`config.mk`:
```
export PLATFORM = sky130hd
export DESIGN_NAME = uart_cmd_decoder
export DESIGN_NICKNAME = d
export VERILOG_FILES = /design/src/rtl/uart_cmd_decoder.sv
export SDC_FILE = /design/constraint.sdc
export NUM_CORES = 1
export LEC_CHECK = 0
export ABC_AREA = 1
export CAP_MARGIN = 20
export CORE_UTILIZATION = 35
export CTS_CLUSTER_SIZE = 16
export DETAILED_ROUTE_END_ITERATION = 10
export PLACE_DENSITY = 0.53
export SETUP_SLACK_MARGIN = 0.15
export SYNTH_ARGS = -nofsm -noshare
export SYNTH_HDL_FRONTEND = slang
export SYNTH_SLANG_ARGS = --single-unit
```
`constraint.sdc`:
```
create_clock -name clk -period 2.52 [get_ports clk]
set_clock_uncertainty 0.2 [all_clocks]
set_input_delay 0.252 -clock clk [delete_from_list [all_inputs] [get_ports clk]]
set_output_delay 0.252 -clock clk [all_outputs]
set_load 0.03 [all_outputs]
```
`src/rtl/uart_cmd_decoder.sv`:
```
// Text command decoder behind a UART receiver: parses "<letter>[digit]<CR|LF>"
// lines and replays the selected action as a train of spaced one-cycle pulses.
module uart_cmd_decoder #(
    parameter int unsigned GAP_CYCLES     = 27000,
    parameter int unsigned TIMEOUT_CYCLES = 27000000
) (
    input  logic       clk,
    input  logic       rst,
    input  logic [7:0] rx_byte,
    input  logic       rx_valid,
    output logic [4:0] action,
    output logic       busy,
    output logic       err,
    output logic [1:0] err_code
);

    localparam int CNT_W = 25;
    localparam logic [CNT_W-1:0] GAP_LIM = CNT_W'(GAP_CYCLES);
    localparam logic [CNT_W-1:0] TO_LIM  = CNT_W'(TIMEOUT_CYCLES);

    typedef enum logic [2:0] {
        IDLE,
        GOT_CMD,
        GOT_ARG,
        EXEC,
        DISCARD
    } state_t;

    typedef enum logic [1:0] {
        ERR_OVERRUN = 2'd0,
        ERR_UNKNOWN = 2'd1,
        ERR_BAD_ARG = 2'd2,
        ERR_TIMEOUT = 2'd3
    } err_t;

    localparam int SLEEP_BIT = 3;

    state_t           state, state_d;
    logic [4:0]       cmd, cmd_d;
    logic [3:0]       count, count_d;
    logic [CNT_W-1:0] gap_cnt, gap_cnt_d;
    logic [CNT_W-1:0] to_cnt, to_cnt_d;
    logic [4:0]       action_d;
    logic             busy_d;
    logic             err_d;
    logic [1:0]       err_code_d;

    logic       is_term;
    logic       is_digit;
    logic [4:0] cmd_hit;
    logic       is_cmd;
    logic       timeout_hit;
    logic       gap_done;

    // Byte classification; OR-ing in 0x20 folds upper case onto lower case.
    always_comb begin
        is_term  = (rx_byte == 8'h0D) || (rx_byte == 8'h0A);
        is_digit = (rx_byte >= 8'h31) && (rx_byte <= 8'h39);
        unique case (rx_byte | 8'h20)
            8'h66:   cmd_hit = 5'b00001;
            8'h70:   cmd_hit = 5'b00010;
            8'h63:   cmd_hit = 5'b00100;
            8'h73:   cmd_hit = 5'b01000;
            8'h6D:   cmd_hit = 5'b10000;
            default: cmd_hit = 5'b00000;
        endcase
        is_cmd      = |cmd_hit;
        timeout_hit = !rx_valid && ((to_cnt + CNT_W'(1)) == TO_LIM);
        gap_done    = (gap_cnt == GAP_LIM);
    end

    // NOTE: sequential state uses non-blocking assignments so every register
    // samples the pre-edge values of its neighbours, whatever the statement order.
    always_ff @(posedge clk) begin
        if (rst) begin
            state    <= IDLE;
            cmd      <= '0;
            count    <= '0;
            gap_cnt  <= '0;
            to_cnt   <= '0;
            action   <= '0;
            busy     <= 1'b0;
            err      <= 1'b0;
            err_code <= ERR_OVERRUN;
        end else begin
            state    <= state_d;
            cmd      <= cmd_d;
            count    <= count_d;
            gap_cnt  <= gap_cnt_d;
            to_cnt   <= to_cnt_d;
            action   <= action_d;
            busy     <= busy_d;
            err      <= err_d;
            err_code <= err_code_d;
        end
    end

    // NOTE: every signal driven in a combinational block gets a default first,
    // otherwise paths that skip an assignment infer a latch.
    always_comb begin
        state_d = state;
        unique case (state)
            IDLE: begin
                if (rx_valid && !is_term)
                    state_d = is_cmd ? GOT_CMD : DISCARD;
            end
            GOT_CMD: begin
                if (rx_valid) begin
                    if (is_term)
                        state_d = EXEC;
                    else if (is_digit && !cmd[SLEEP_BIT])
                        state_d = GOT_ARG;
                    else
                        state_d = DISCARD;
                end else if (timeout_hit) begin
                    state_d = IDLE;
                end
            end
            GOT_ARG: begin
                if (rx_valid)
                    state_d = is_term ? EXEC : DISCARD;
                else if (timeout_hit)
                    state_d = IDLE;
            end
            EXEC: begin
                if (count == 4'd0)
                    state_d = IDLE;
            end
            DISCARD: begin
                if ((rx_valid && is_term) || timeout_hit)
                    state_d = IDLE;
            end
            default: state_d = IDLE;
        endcase
    end

    always_comb begin
        cmd_d      = cmd;
        count_d    = count;
        gap_cnt_d  = gap_cnt;
        to_cnt_d   = '0;
        action_d   = '0;
        busy_d     = 1'b0;
        err_d      = 1'b0;
        err_code_d = err_code;

        // Inter-byte timer runs only while a line is partially received.
        if (state == GOT_CMD || state == GOT_ARG || state == DISCARD) begin
            if (!rx_valid && !timeout_hit)
                to_cnt_d = to_cnt + CNT_W'(1);
        end

        unique case (state)
            IDLE: begin
                if (rx_valid && !is_term) begin
                    if (is_cmd) begin
                        cmd_d   = cmd_hit;
                        count_d = 4'd1;
                    end else begin
                        err_d      = 1'b1;
                        err_code_d = ERR_UNKNOWN;
                    end
                end
            end
            GOT_CMD, GOT_ARG: begin
                if (rx_valid) begin
                    if (is_term) begin
                        // First pulse leaves with the terminator; count holds the rest.
                        action_d  = cmd;
                        busy_d    = 1'b1;
                        count_d   = count - 4'd1;
                        gap_cnt_d = '0;
                    end else if (state == GOT_CMD && is_digit && !cmd[SLEEP_BIT]) begin
                        count_d = rx_byte[3:0];
                    end else begin
                        err_d      = 1'b1;
                        err_code_d = ERR_BAD_ARG;
                    end
                end else if (timeout_hit) begin
                    err_d      = 1'b1;
                    err_code_d = ERR_TIMEOUT;
                end
            end
            EXEC: begin
                if (rx_valid) begin
                    err_d      = 1'b1;
                    err_code_d = ERR_OVERRUN;
                end
                if (count == 4'd0) begin
                    gap_cnt_d = '0;
                end else begin
                    busy_d = 1'b1;
                    if (gap_done) begin
                        action_d  = cmd;
                        count_d   = count - 4'd1;
                        gap_cnt_d = '0;
                    end else begin
                        gap_cnt_d = gap_cnt + CNT_W'(1);
                    end
                end
            end
            DISCARD: ;
            default: ;
        endcase
    end

endmodule

```
==> results of run 1 <==
[timing repair]
item	CTS	global route
buffers inserted	1	1
cloned	1	0
gates resized for setup	4	16
setup endpoints to repair	26	37
pin swaps	0	9
endpoints found under the hold margin	0	0
[layout make-up]
| class | instances | area share |
|---|---|---|
| Timing Repair Buffer | 50 | 0.0827 |
| Inverter | 93 | 0.0696 |
| Clock buffer | 13 | 0.0506 |
| Timing Repair inverter | 1 | 0.00170 |
| Clock inverter | 3 | 0.0126 |
| Tap cell | 143 | 0.0348 |
| Multi-Input combinational cell | 453 | 0.470 |
| Sequential cell | 71 | 0.278 |
[synthesized netlist by cell type, drive strengths merged]
| cell type | instances |
|---|---|
| o221a | 1 |
| nand2 | 153 |
| a21oi | 40 |
| dfxtp | 71 |
| ha | 5 |
| nor3b | 1 |
| clkinv | 2 |
| nor4 | 6 |
| inv | 91 |
| nand3 | 39 |
| a211oi | 4 |
| nand4 | 16 |
| a31oi | 1 |
| xor2 | 3 |
| o221ai | 1 |
| a221oi | 1 |
| nor2 | 111 |
| o21a | 5 |
| o21bai | 5 |
| o31ai | 1 |
| xnor2 | 1 |
| nand3b | 4 |
| o21ai | 27 |
| clkbuf | 2 |
| nor3 | 26 |
| o22ai | 2 |
| buf | 3 |
[path summary, 6_finish.rpt]
path / to / slack (ps)
setup / recovery: to_cnt[2] / 190
hold / removal: action[0] / 240
setup reg to reg: to_cnt[2] / 190
hold reg to reg: action[0] / 240
[logic make-up (layout without fill, tap and decap cells)]
family | count (synthesis) | after routing | share of synthesized area
XOR/XNOR | 4 | 4 | 0.00834
AND/OR/NAND/NOR | 356 | 356 | 0.416
adder cells (fa/ha/maj) | 5 | 5 | 0.0149
AO/OA/AOI/OAI | 88 | 88 | 0.125
flip-flops | 71 | 71 | 0.338
buffers and inverters | 98 | 160 | 0.0977
[per-stage QoR]
stage | hold slack, ps | std cells | TNS [ps] | power [W] | worst slack (ps)
floorplan | 224 | 622 | 0 | 0.00131 | 302
global placement | 229 | 808 | -51.7 | 0.00138 | -36.8
detailed placement | 234 | 808 | -274 | 0.00138 | -80.0
CTS | 244 | 826 | 0 | 0.00279 | 132
global route | 273 | 827 | -4.97 | 0.00287 | -4.97
finish | 240 | 827 | 0 | 0.00276 | 188
[tightest hold or removal path, stage by stage (launching register included)]
cell and delay, ps:
sky130_fd_sc_hd__dfxtp_1 290, sky130_fd_sc_hd__inv_1 60, sky130_fd_sc_hd__nor3_1 50
[routing by layer]
layer / routed length (um) / global-route usage
met1: 4820 / 0.218
met2: 4890 / 0.298
met3: 426 / 0.0517
met4: 112 / 0.0514
met5: 0 / 0
[registers in the layout, indices dropped and copies added, names as in the netlist]
signal / cells
to_cnt: 25
state: 3
action: 5
count: 4
err: 1
gap_cnt: 25
cmd: 5
busy: 1
err_code: 2
[report_power, final]
part	internal [W]	switching (W)	leakage, nW
Clock	0.000920	0.000483	0.160
Combinational	0.0000805	0.000130	1.26
Sequential	0.00114	0.00000896	0.576
Total	0.00214	0.000622	1.99
==> results.md, run 1 <==
Run status:
- The run finished with clean final reports.

Clock network:
- At the later pin of the worst-skew pair, clock insertion delay measures 340 ps.
- Counting along the longest clock path gives a buffer depth of 2.
- The number of clock sinks is 71.
- The clock slew seen by the registers of the worst setup and hold paths is 50 ps.
- CTS placed an instance of sky130_fd_sc_hd__clkbuf_16 at the clock tree root.
- The number of levels in the clock H-tree is 3.
- TritonCTS created 9 clock buffers.
- Hold repair after CTS inserted 0 buffers.
- TritonCTS built the clock tree.

Logic synthesis:
- Synthesis produced a netlist whose cell count is 622.
- The largest area contributor in the netlist is sky130_fd_sc_hd__dfxtp_1.
- The synthesized cell area is 0.00420 mm^2.
- By area the synthesized netlist is led by sky130_fd_sc_hd__dfxtp_1, sky130_fd_sc_hd__nand2_1, sky130_fd_sc_hd__inv_1.
- Of the synthesized area, sequential elements account for 0.338.
- The number of nets in the synthesized netlist is 638.
- The number of distinct standard cells referenced by the synthesized netlist is 40.
- The post-synthesis register bit count is 71.
- Each instance of the synthesized netlist takes up on average 6.75 um^2.
- The Yosys step of the flow raised 0 warnings.
- The area share of the leading cell type in the synthesized netlist is 0.338.

Power:
- The power density relative to cell area is 537 mW/mm^2.
- The maximum vdd ir drop is 0.000297 V.
- The leakage power summed over all cells is 1.99 nW.

Setup path:
- The type of the worst setup path is reg2reg.
- The startpoint kind of the worst setup timing path is a flop.
- The critical path buffer and inverter count is 2.
- The kind of cell with the highest combined delay along the critical path is simple AND/OR/NAND/NOR gates.
- The critical path's slowest cell is sky130_fd_sc_hd__dfxtp_2.
- The data arrival time at the worst-slack endpoint is 2390 ps.
- The endpoint type of the worst setup path is a flop.
- The critical path crosses 14 cells after its start point.
- The timing startpoint of the critical path is to_cnt[1].
- Of all nets on the critical path, the largest fanout is 13.
- The data required time at the worst endpoint is 2580 ps.
- The critical path goes through ha_4 -> nand2_4 -> nor2_8 -> nand3_2 -> buf_4 -> nor3_1 -> nor2_2 -> nand3_1 -> nor2_2 -> nand2_2 -> nand2_2 -> nor2_4 -> inv_8 -> nor3_1.
- The worst register-to-register path begins at to_cnt[1].
- The delay of the slowest cell on the worst path is 350 ps.
- The worst register-to-register path has a depth of 14.

Placement:
- The placed wire-length estimate is 7780 um.
- Routability-driven placement finished with a final weighted congestion of 0.890.
- The number of I/O port buffers is 19.
- Once placement finished, the instance area stood at 0.00473 mm^2.

Floorplan:
- The vertical die dimension is 112 um.
- The width of the die is 112 um.
- The row count is 39.
- During I/O placement, the number of pins put on the boundary was 20.
- The die area is 0.0124 mm^2.
- The starting utilization of the core area is 0.363.
- The area inside the core boundary is 0.0116 mm^2.

Final layout:
- Relative to the synthesized area, the layout overhead comes to 22.4%.
- The fraction of final layout cells sized beyond drive strength 1 is 0.196.
- In the final layout, the multi-input gates occupy 0.00242 mm^2.
- The filler cells instantiated in the layout total 1179.
- The number of nets in the layout is 695.
- The number of diodes added for antenna fixing is 0.
- The final non-filler cell area is 0.00514 mm^2.
- The final core utilization is 0.445.
- In the final layout, flip-flops and latches occupy 0.00143 mm^2.
- In the layout the commonest cells are sky130_fd_sc_hd__nand2_1, sky130_fd_sc_hd__inv_1, sky130_fd_sc_hd__nor2_1.
- Leaving out fill and tap cells, the most frequent cell in the layout is sky130_fd_sc_hd__nand2_1.

STA:
- Setup repair after global routing could not meet its margin everywhere.
- Of the available clock period, the critical path in the final layout requires 0.925.
- The final number of setup-violating endpoints is 0.
- The transition time at the pin with the least slew margin is 453 ps.
- The max-slew violation total from the final report came to 0.
- The shortest clock period the worst path allows after layout is 2330 ps.
- Headroom to the max-slew limit came out at 0.695.
- The number of hold-slack violations in the final timing report is 0.
- For this run, the top clock speed supported by timing is 429 MHz.

Global routing:
- The largest net degree at the start of global routing is 14.
- The total overflow reported by the global router is 0.
- The first-pass GRT wire length is 17500 um.
- The number of antenna violations at the first check in global routing was 0.
- The number of global-route vias before repair was 3765.
- In the global route stage, overall resource usage came out at 0.177.

Detailed routing:
- The detailed-route via count is 4016.
- For this block, the routed nets add up to 10200 um of wire.
- Dividing the detail-routed wire length by the instance count gives 12.4 um.
- The violation count after the first detailed-route iteration is 242.
- The remaining antenna violation count is 0.
- In the routed design, unresolved DRC markers number 0.
- The detailed-routing iteration count for the pre-antenna-repair pass is 4.
- In the routed layout, each cell is associated on average with a via count of 4.86.

Hold path:
- The worst hold path passes through 2 cells.
- The tightest min-delay check is of the reg2reg type.
- The origin of the worst min-delay path is cmd[0].

Run:
- The count of maximum capacitance violations is 0.
Power figures use the tool's default switching activity.
==> run 2: changes to the inputs <==
- ABC_AREA: 1 -> not set
- CTS_CLUSTER_SIZE: 16 -> 28
==> run 2 against run 1 <==
The flow now finishes with violations (setup timing). Core utilization up 6.0 points. First-iteration DRC count decreased by 43%. Clock power shrank 35%. Global-route usage is 0.55 points lower. Register-to-register slack worse by 250 ps. Worst setup slack got worse by 250 ps. Critical path depth down 3. Sequential share of layout area shrank 0.15 points. Sequential power barely moved. Cell count decreased by 13%. Flip-flop and latch count unchanged. Clock-buffer cell count stayed put. Critical path type unchanged. Largest power group is now registers.
==> results.md, run 2 <==
Global routing:
- The total overflow reported by the global router is 0.
- The number of global-route vias before repair is 3460.
- The total routing resource utilization after global routing is 0.171.
- The largest net degree at the start of global routing is 21.
- The number of antenna violations at the first check in global routing is 0.
- The first global-routing pass estimated 15500 um of wire.

Floorplan:
- For this configuration, the core starts out at a cell density of 0.364.
- The die covers 0.0112 mm^2.
- The row count is 37.
- The count of boundary I/O pins is 20.
- The vertical die dimension is 106 um.
- The width of the die is 106 um.
- The area inside the core boundary is 0.0104 mm^2.

Final layout:
- Counting the fill cells in the layout gives 1014.
- The number of diodes added for antenna fixing is 0.
- The largest registers in the layout are gap_cnt (25), to_cnt (25).
- In the final layout, the share of cells above drive strength 1 is 0.279.
- Excluding fillers, the count of instances in the completed layout stands at 716.
- After the last flow step, the layout net total stands at 591.
- After routing the design area is 0.00523 mm^2.
- Relative to the synthesized area, the layout overhead comes to 38.6%.
- In the layout the commonest cells are sky130_fd_sc_hd__buf_4, sky130_fd_sc_hd__nor2_1, sky130_fd_sc_hd__dfxtp_1.
- Leaving out fill and tap cells, the most frequent cell in the layout is sky130_fd_sc_hd__buf_4.

Logic synthesis:
- The synthesized netlist occupies a cell area of 0.00377 mm^2.
- Of the post-synthesis cell area, the dominant cell type holds 0.377.
- The count of mapped cells out of synthesis is 471.
- The commonest cells after synthesis are sky130_fd_sc_hd__nor2_1, sky130_fd_sc_hd__dfxtp_1, sky130_fd_sc_hd__nand2_1.
- Counting flops with an async set or reset pin after synthesis yields a share of 0.
- In the post-synthesis netlist, the cell with the most instances is sky130_fd_sc_hd__nor2_1.
- The sequential fraction of the synthesis area is 0.377.
- The Yosys step of the flow raised 0 warnings.
- After synthesis the netlist holds a flip-flop and latch count of 71.
- The number of enable-type register cells in the synthesized netlist is 0.
- The post-synthesis area per instance is 8.01 um^2.
- The dominant synthesized flop cell is sky130_fd_sc_hd__dfxtp_1.
- The largest area contributor in the netlist is sky130_fd_sc_hd__dfxtp_1.
- The post-synthesis net count is 487.
- After synthesis, the cell types taking the most area are sky130_fd_sc_hd__dfxtp_1, sky130_fd_sc_hd__nor2_1, sky130_fd_sc_hd__xor2_1.
- The number of different library cells used by synthesis comes to 58.

Power:
- Power spread over the standard cell area amounts to 421 mW/mm^2.
- The power share of the combinational group is 0.074.
- The proportion of power drawn by flip-flops and latches is 0.513.
- The fraction of power spent switching nets is 0.235.
- The analysis attributes to net switching a power of 0.000519 W.
- The maximum vdd ir drop is 0.000272 V.
- The internal portion of the total power is 0.00168 W.
- The share of total power in the clock network is 0.413.
- The leakage power summed over all cells is 2.01 nW.

Run status:
- The final reports fail on setup timing.
- The run finished, with violations left.

STA:
- Setup total negative slack on the finished layout was measured at -769 ps.
- Headroom to the max-slew limit came out at 0.758.
- The max-slew violation total from the final report is 0.
- For the pin with the worst max-slew slack, the measured transition is 362 ps.
- Setup repair after global routing could not meet its margin everywhere.
- Dividing the final minimum period by the clock period gives 1.03.
- Based on the critical path, the design can be clocked at up to 387 MHz.
- The shortest clock period the worst path allows after layout is 2590 ps.
- The final number of setup-violating endpoints is 21.
- The post-layout worst setup margin is -66.0 ps.
- The number of hold-slack violations in the final timing report is 0.

Clock network:
- The clock tree from TritonCTS is yes.
- The number of levels in the clock H-tree is 3.
- CTS placed an instance of sky130_fd_sc_hd__clkbuf_8 at the clock tree root.
- The number of hold-repair buffers added at the cts stage is 0.
- For this design, the sink count on the clock tree is 71.
- The later pin in the worst-skew pair is clocked with a latency of 350 ps.
- Counting along the longest clock path gives a buffer depth of 2.
- The number of buffers inserted during clock tree synthesis is 9.
- After clock tree synthesis, the clock-pin slew on the worst setup and hold paths is 80 ps.

Detailed routing:
- The remaining antenna violation count is 0.
- The violation count after the first detailed-route iteration is 138.
- The number of remaining DRC errors is 0.
- The detailed-route via count is 3600.
- In the final routed layout, each cell accounts on average for 12.7 um.
- The detailed-routing iteration count for the pre-antenna-repair pass is 4.
- The mean number of vias per cell is 5.03.
- The routed wire length is 9080 um.

Hold path:
- The endpoint of the worst hold path is cmd[4].
- The type of the tightest min-delay check is reg2reg.
- The worst hold path begins at cmd[4].
- The cell count of the worst hold path is 2.

Placement:
- The placed wire-length estimate is 6550 um.
- The placed standard-cell area is 0.00474 mm^2.
- The number of I/O port buffers is 19.
- At the end of routability-driven placement, the weighted congestion stood at 0.825.
- Counting tap cells, the placed design contains a total of 690 instances.

Setup path:
- The data arrival time at the worst-slack endpoint is 2620 ps.
- STA classifies the critical path endpoint as a flop.
- The number of cell instances on the worst register-to-register path is 11.
- The worst setup path is of the reg2reg kind.
- The endpoint identified for the worst register-to-register timing path is state[2].
- The startpoint kind of the worst setup timing path is a flop.
- Setup slack on the worst reg-to-reg path comes out at -70 ps.
- The startpoint identified for the worst register-to-register timing path is to_cnt[6].
- In this run the worst path has a maximum fanout of 6.
- The timing startpoint of the critical path is to_cnt[6].
- The data required time at the worst endpoint is 2550 ps.

Run:
- The count of maximum capacitance violations is 0.
## run 2: changes by cell type in the layout (fill, tap and decap cells not counted), moves of 11 or more
cell / previous run / this run
sky130_fd_sc_hd__buf_4: 31 / 89
sky130_fd_sc_hd__nor2_2: 23 / 1
sky130_fd_sc_hd__inv_1: 82 / 16
sky130_fd_sc_hd__xnor2_1: 1 / 17
sky130_fd_sc_hd__nand2_2: 13 / 1
sky130_fd_sc_hd__nand3_1: 33 / 20
sky130_fd_sc_hd__nor3_1: 25 / 11
sky130_fd_sc_hd__nand2_1: 133 / 46
sky130_fd_sc_hd__nor2_4: 11 / 0
sky130_fd_sc_hd__a21oi_1: 33 / 21
sky130_fd_sc_hd__xor2_1: 3 / 26
## run 2: final cells by class
type	count	area (um^2)	share of cell area
Inverter	16	60.1	0.0115
Multi-Input combinational cell	363	2420	0.463
Clock buffer	13	149	0.0285
Timing Repair Buffer	114	945	0.181
Sequential cell	71	1440	0.276
Tap cell	136	170	0.0325
Clock inverter	3	42.5	0.00813
## run 2: cell families after synthesis
kind of cell               synth area share
muxes                               0.00796
DFF                                   0.377
adders and majority gates            0.0166
and+or+nand+nor                       0.332
buffers and inverters                0.0444
AOI/OAI and AO/OA                     0.121
xor gates and xnor gates              0.102
## run 2: worst max path at each step
stage	to	slack [ps]	depth (start not counted)
after floorplan	to_cnt[4]	120	11
after detailed placement	count[0]	-440	9
final	state[2]	-70	11
after CTS	err_code[1]	0.9	10
after global routing	err_code[1]	-190	10
after global placement	count[3]	-390	9
## run 2: through the flow
step | setup WS (ps) | total power (W) | util | hold WS [ps]
finish | -66.0 | 0.00220 | 0.504 | 249
global placement | -387 | 0.00131 | 0.457 | 236
detailed placement | -440 | 0.00131 | 0.457 | 239
global route | -194 | 0.00231 | 0.504 | 280
CTS | 0.869 | 0.00223 | 0.487 | 251
floorplan | 118 | 0.00124 | - | 227
## run 2: power groups by stage
stage               Clock, W  Sequential [W]  Combinational, W
global placement           0         0.00116          0.000149
detailed placement         0         0.00116          0.000152
floorplan                  0         0.00116         0.0000740
finish              0.000909         0.00113          0.000164
global route         0.00100         0.00113          0.000177
CTS                 0.000942         0.00113          0.000158
## run 2: worst max-delay path, stage by stage, from the launching register on
cell	delay [ps]
sky130_fd_sc_hd__dfxtp_2	360
sky130_fd_sc_hd__nand4_4	180
sky130_fd_sc_hd__buf_6	170
sky130_fd_sc_hd__nor4_4	270
sky130_fd_sc_hd__xnor2_1	120
sky130_fd_sc_hd__and4b_1	250
sky130_fd_sc_hd__nand4_1	120
sky130_fd_sc_hd__nor4_2	340
sky130_fd_sc_hd__buf_4	170
sky130_fd_sc_hd__buf_6	90
sky130_fd_sc_hd__a211o_1	120
sky130_fd_sc_hd__a31oi_1	80
## run 2: what timing repair did
action,in CTS,in global routing
resized for setup,23,33
pin swaps,21,18
setup endpoints to repair,44,46
buffers inserted,5,5
## run 2: routing by layer
| layer | up-vias | wire length [um] | track usage |
|---|---|---|---|
| met5 | - | 0 | 0 |
| met4 | 0 | 198 | 0.0873 |
| met3 | 18 | 282 | 0.0322 |
| met2 | 50 | 4170 | 0.267 |
| met1 | 1672 | 4440 | 0.225 |
| li1 | 1860 | - | - |
==> run 3: changes to the inputs <==
- CORE_MARGIN: not set -> 8
==> run 3 against run 2 <==
Routed wire length is 5.3% higher. Maximum frequency is 0.65% higher. The run still ends with setup timing left. Largest cell class unchanged. Worst setup slack better by 17 ps. Via count is 2.9% higher. Flip-flop and latch count stayed put.
==> results.md, run 3 (same netlist as run 2, synthesis figures left out) <==
Final layout:
- Fill cells in the final layout number 1051.
- In the final layout, the registers with the most flip-flops are gap_cnt (25), to_cnt (25).
- In the final layout, the share of cells above drive strength 1 is 0.295.
- Leaving out filler cells and counting taps, the final layout contains 730.
- Once layout is done, the placed cells without fillers occupy 0.00531 mm^2.
- In the layout the commonest cells are sky130_fd_sc_hd__buf_4, sky130_fd_sc_hd__nor2_1, sky130_fd_sc_hd__dfxtp_1.
- Registers take 0.00145 mm^2.
- The net count of the finished layout is 602.
- The most common cell after layout, fill and taps aside is sky130_fd_sc_hd__buf_4.
- The number of antenna diodes in the final layout is 0.
- In the final layout, the multi-input gates occupy 0.00245 mm^2.
- The area growth from synthesis to final layout is 40.8%.
- The final core utilization is 0.497.

Global routing:
- The number of global-route vias before repair is 3610.
- Summed over all layers, the global routing overflow is 0.
- The number of antenna violations at the first check in global routing is 0.
- The total routing resource utilization after global routing is 0.139.
- The first-pass GRT wire length is 16600 um.
- Entering global routing, the biggest net connects 25 pins.

STA:
- The shortest clock period the worst path allows after layout is 2570 ps.
- The tightest hold path in the finished design has a slack of 251 ps.
- Derived from the worst setup path, the maximum achievable clock frequency is 389 MHz.
- The post-layout worst setup margin is -49.2 ps.
- For the pin with the worst max-slew slack, the measured transition is 431 ps.
- In this run the tightest slew margin relative to its limit is 0.711.
- The max-slew violation total from the final report is 0.
- The total negative slack for setup checks is -49.2 ps.
- Setup repair after global routing could not meet its margin everywhere.
- The number of hold-slack violations in the final timing report is 0.
- Dividing the final minimum period by the clock period gives 1.02.
- Setup violations remaining at the end of the flow were counted as 1.

Floorplan:
- In this run the standard cell core region covers 0.0107 mm^2.
- The die is 120 um wide.
- The count of boundary I/O pins is 20.
- The row count is 38.
- Measured along the y axis, the die boundary spans 120 um.
- The die covers 0.0144 mm^2.
- The starting utilization of the core area is 0.353.

Placement:
- The placed standard-cell area is 0.00472 mm^2.
- During placement, the flow inserted port buffers numbering 19.
- Once detailed placement completed, the half-perimeter wirelength came to 6780 um.
- The congestion estimate from routability-driven global placement came to 0.856.
- The cell total after placement is 689.

Run status:
- The final reports fail on setup timing.
- The run finished, with violations left.

Setup path:
- The type of the worst setup path is reg2reg.
- The critical path's slowest cell is sky130_fd_sc_hd__nor4_4.
- STA puts the critical path data arrival time at 2620 ps.
- For this run, the slowest stage of the critical path takes 410 ps.
- Counting stages on the worst path, the most repeated cell is sky130_fd_sc_hd__nor4_4.
- The endpoint type of the worst setup path is a flop.
- Data on the critical path is required at its endpoint by 2570 ps.
- Walking the worst path, the cells encountered are nand4_4 -> nor4_4 -> nand2_2 -> mux2i_1 -> a21oi_2 -> nor4_4 -> buf_4 -> o21ai_4 -> a221oi_2.
- The startpoint kind of the worst setup timing path is a flop.
- In this run the worst path has a maximum fanout of 6.

Run:
- The count of maximum capacitance violations is 0.

Detailed routing:
- Wires add up to 9560 um.
- The final route contains 3704 vias.
- After detailed routing, the average wire length per cell comes to 13.1 um.
- The detailed-routing iteration count for the pre-antenna-repair pass is 4.
- Once detail routing completed, the nets flagged for antenna violations numbered 0.
- The violation count after the first detailed-route iteration is 210.
- In the routed layout, each cell is associated on average with a via count of 5.07.
- After detailed routing, the number of remaining DRC violations is 0.

Clock network:
- The clock tree synthesis step divided the H-tree into 3 levels.
- The number of clock sinks is 71.
- TritonCTS built the clock tree.
- The deepest clock path buffer count is 2.
- The number of buffers inserted during clock tree synthesis is 9.
- The worst-skew pair later-pin latency is 340 ps.
- The number of hold-repair buffers added at the cts stage is 0.
- The cell chosen for the clock root is sky130_fd_sc_hd__clkbuf_8.
- After clock tree synthesis, the clock-pin slew on the worst setup and hold paths is 80 ps.

Power:
- The power density relative to cell area is 392 mW/mm^2.
- The maximum vdd ir drop is 0.000258 V.
- In this run the static leakage power is 2.04 nW.

Hold path:
- The min-delay analysis places its worst path in the category reg2reg.
[run 3: cell types whose count changed in the layout (fill, tap and decap cells not counted), moves of 2 or more]
| cell | delta |
|---|---|
| sky130_fd_sc_hd__buf_4 | +14 |
| sky130_fd_sc_hd__clkinv_2 | +2 |
| sky130_fd_sc_hd__buf_6 | -4 |
| sky130_fd_sc_hd__dfxtp_4 | +2 |
| sky130_fd_sc_hd__dlygate4sd2_1 | +2 |
| sky130_fd_sc_hd__dlymetal6s2s_1 | -3 |
| sky130_fd_sc_hd__dfxtp_2 | -5 |
| sky130_fd_sc_hd__clkbuf_1 | -2 |
| sky130_fd_sc_hd__dfxtp_1 | +3 |
[run 3: routing by layer]
layer | vias up | track usage | routed length (um)
met4 | 0 | 0.0578 | 189
met2 | 53 | 0.232 | 4680
li1 | 1880 | - | -
met5 | - | 0 | 0
met1 | 1751 | 0.168 | 4390
met3 | 20 | 0.0305 | 309
[run 3: final timing paths]
check / depth (start not counted) / end / startpoint / slack (ps)
setup / recovery: 9 / err_code[1] / to_cnt[2] / -50
hold / removal: 2 / cmd[4] / cmd[4] / 250
setup reg to reg: 9 / err_code[1] / to_cnt[2] / -50
hold reg to reg: 2 / cmd[4] / cmd[4] / 250
[run 3: per-stage QoR]
| step | setup slack (ps) | power (W) |
|---|---|---|
| after global routing | -180 | 0.00219 |
| after floorplan | 118 | 0.00124 |
| after CTS | 36.7 | 0.00211 |
| final | -49.2 | 0.00208 |
| after detailed placement | -574 | 0.00131 |
| after global placement | -399 | 0.00131 |
[run 3: area by class of cell]
cell class / instances / area share
flip-flops and latches: 71 / 0.272
well taps: 140 / 0.0330
clock inverters: 4 / 0.00424
inverters: 16 / 0.0113
clock buffers: 11 / 0.0266
multi-input cells: 363 / 0.462
repair buffers: 125 / 0.191
[run 3: power breakdown]
group | switching (W) | leakage, nW | internal (W) | total, W
sequential | 0.00000586 | 0.579 | 0.00112 | 0.00113
combinational | 0.0000877 | 1.38 | 0.0000739 | 0.000162
clock | 0.000417 | 0.0850 | 0.000374 | 0.000791
[run 3: critical path, delay by kind of cell (launching register included)]
| kind | cells | cell delay, ps |
|---|---|---|
| buffers and inverters | 1 | 200 |
| multiplexers | 1 | 220 |
| AO/OA/AOI/OAI | 3 | 400 |
| AND/OR/NAND/NOR | 4 | 1070 |
| flip-flops | 1 | 370 |
[run 3: timing repair]
action,CTS,global route
buffers inserted,21,5
pin swaps,23,15
resized for setup,35,23
endpoints found under the setup margin,53,44
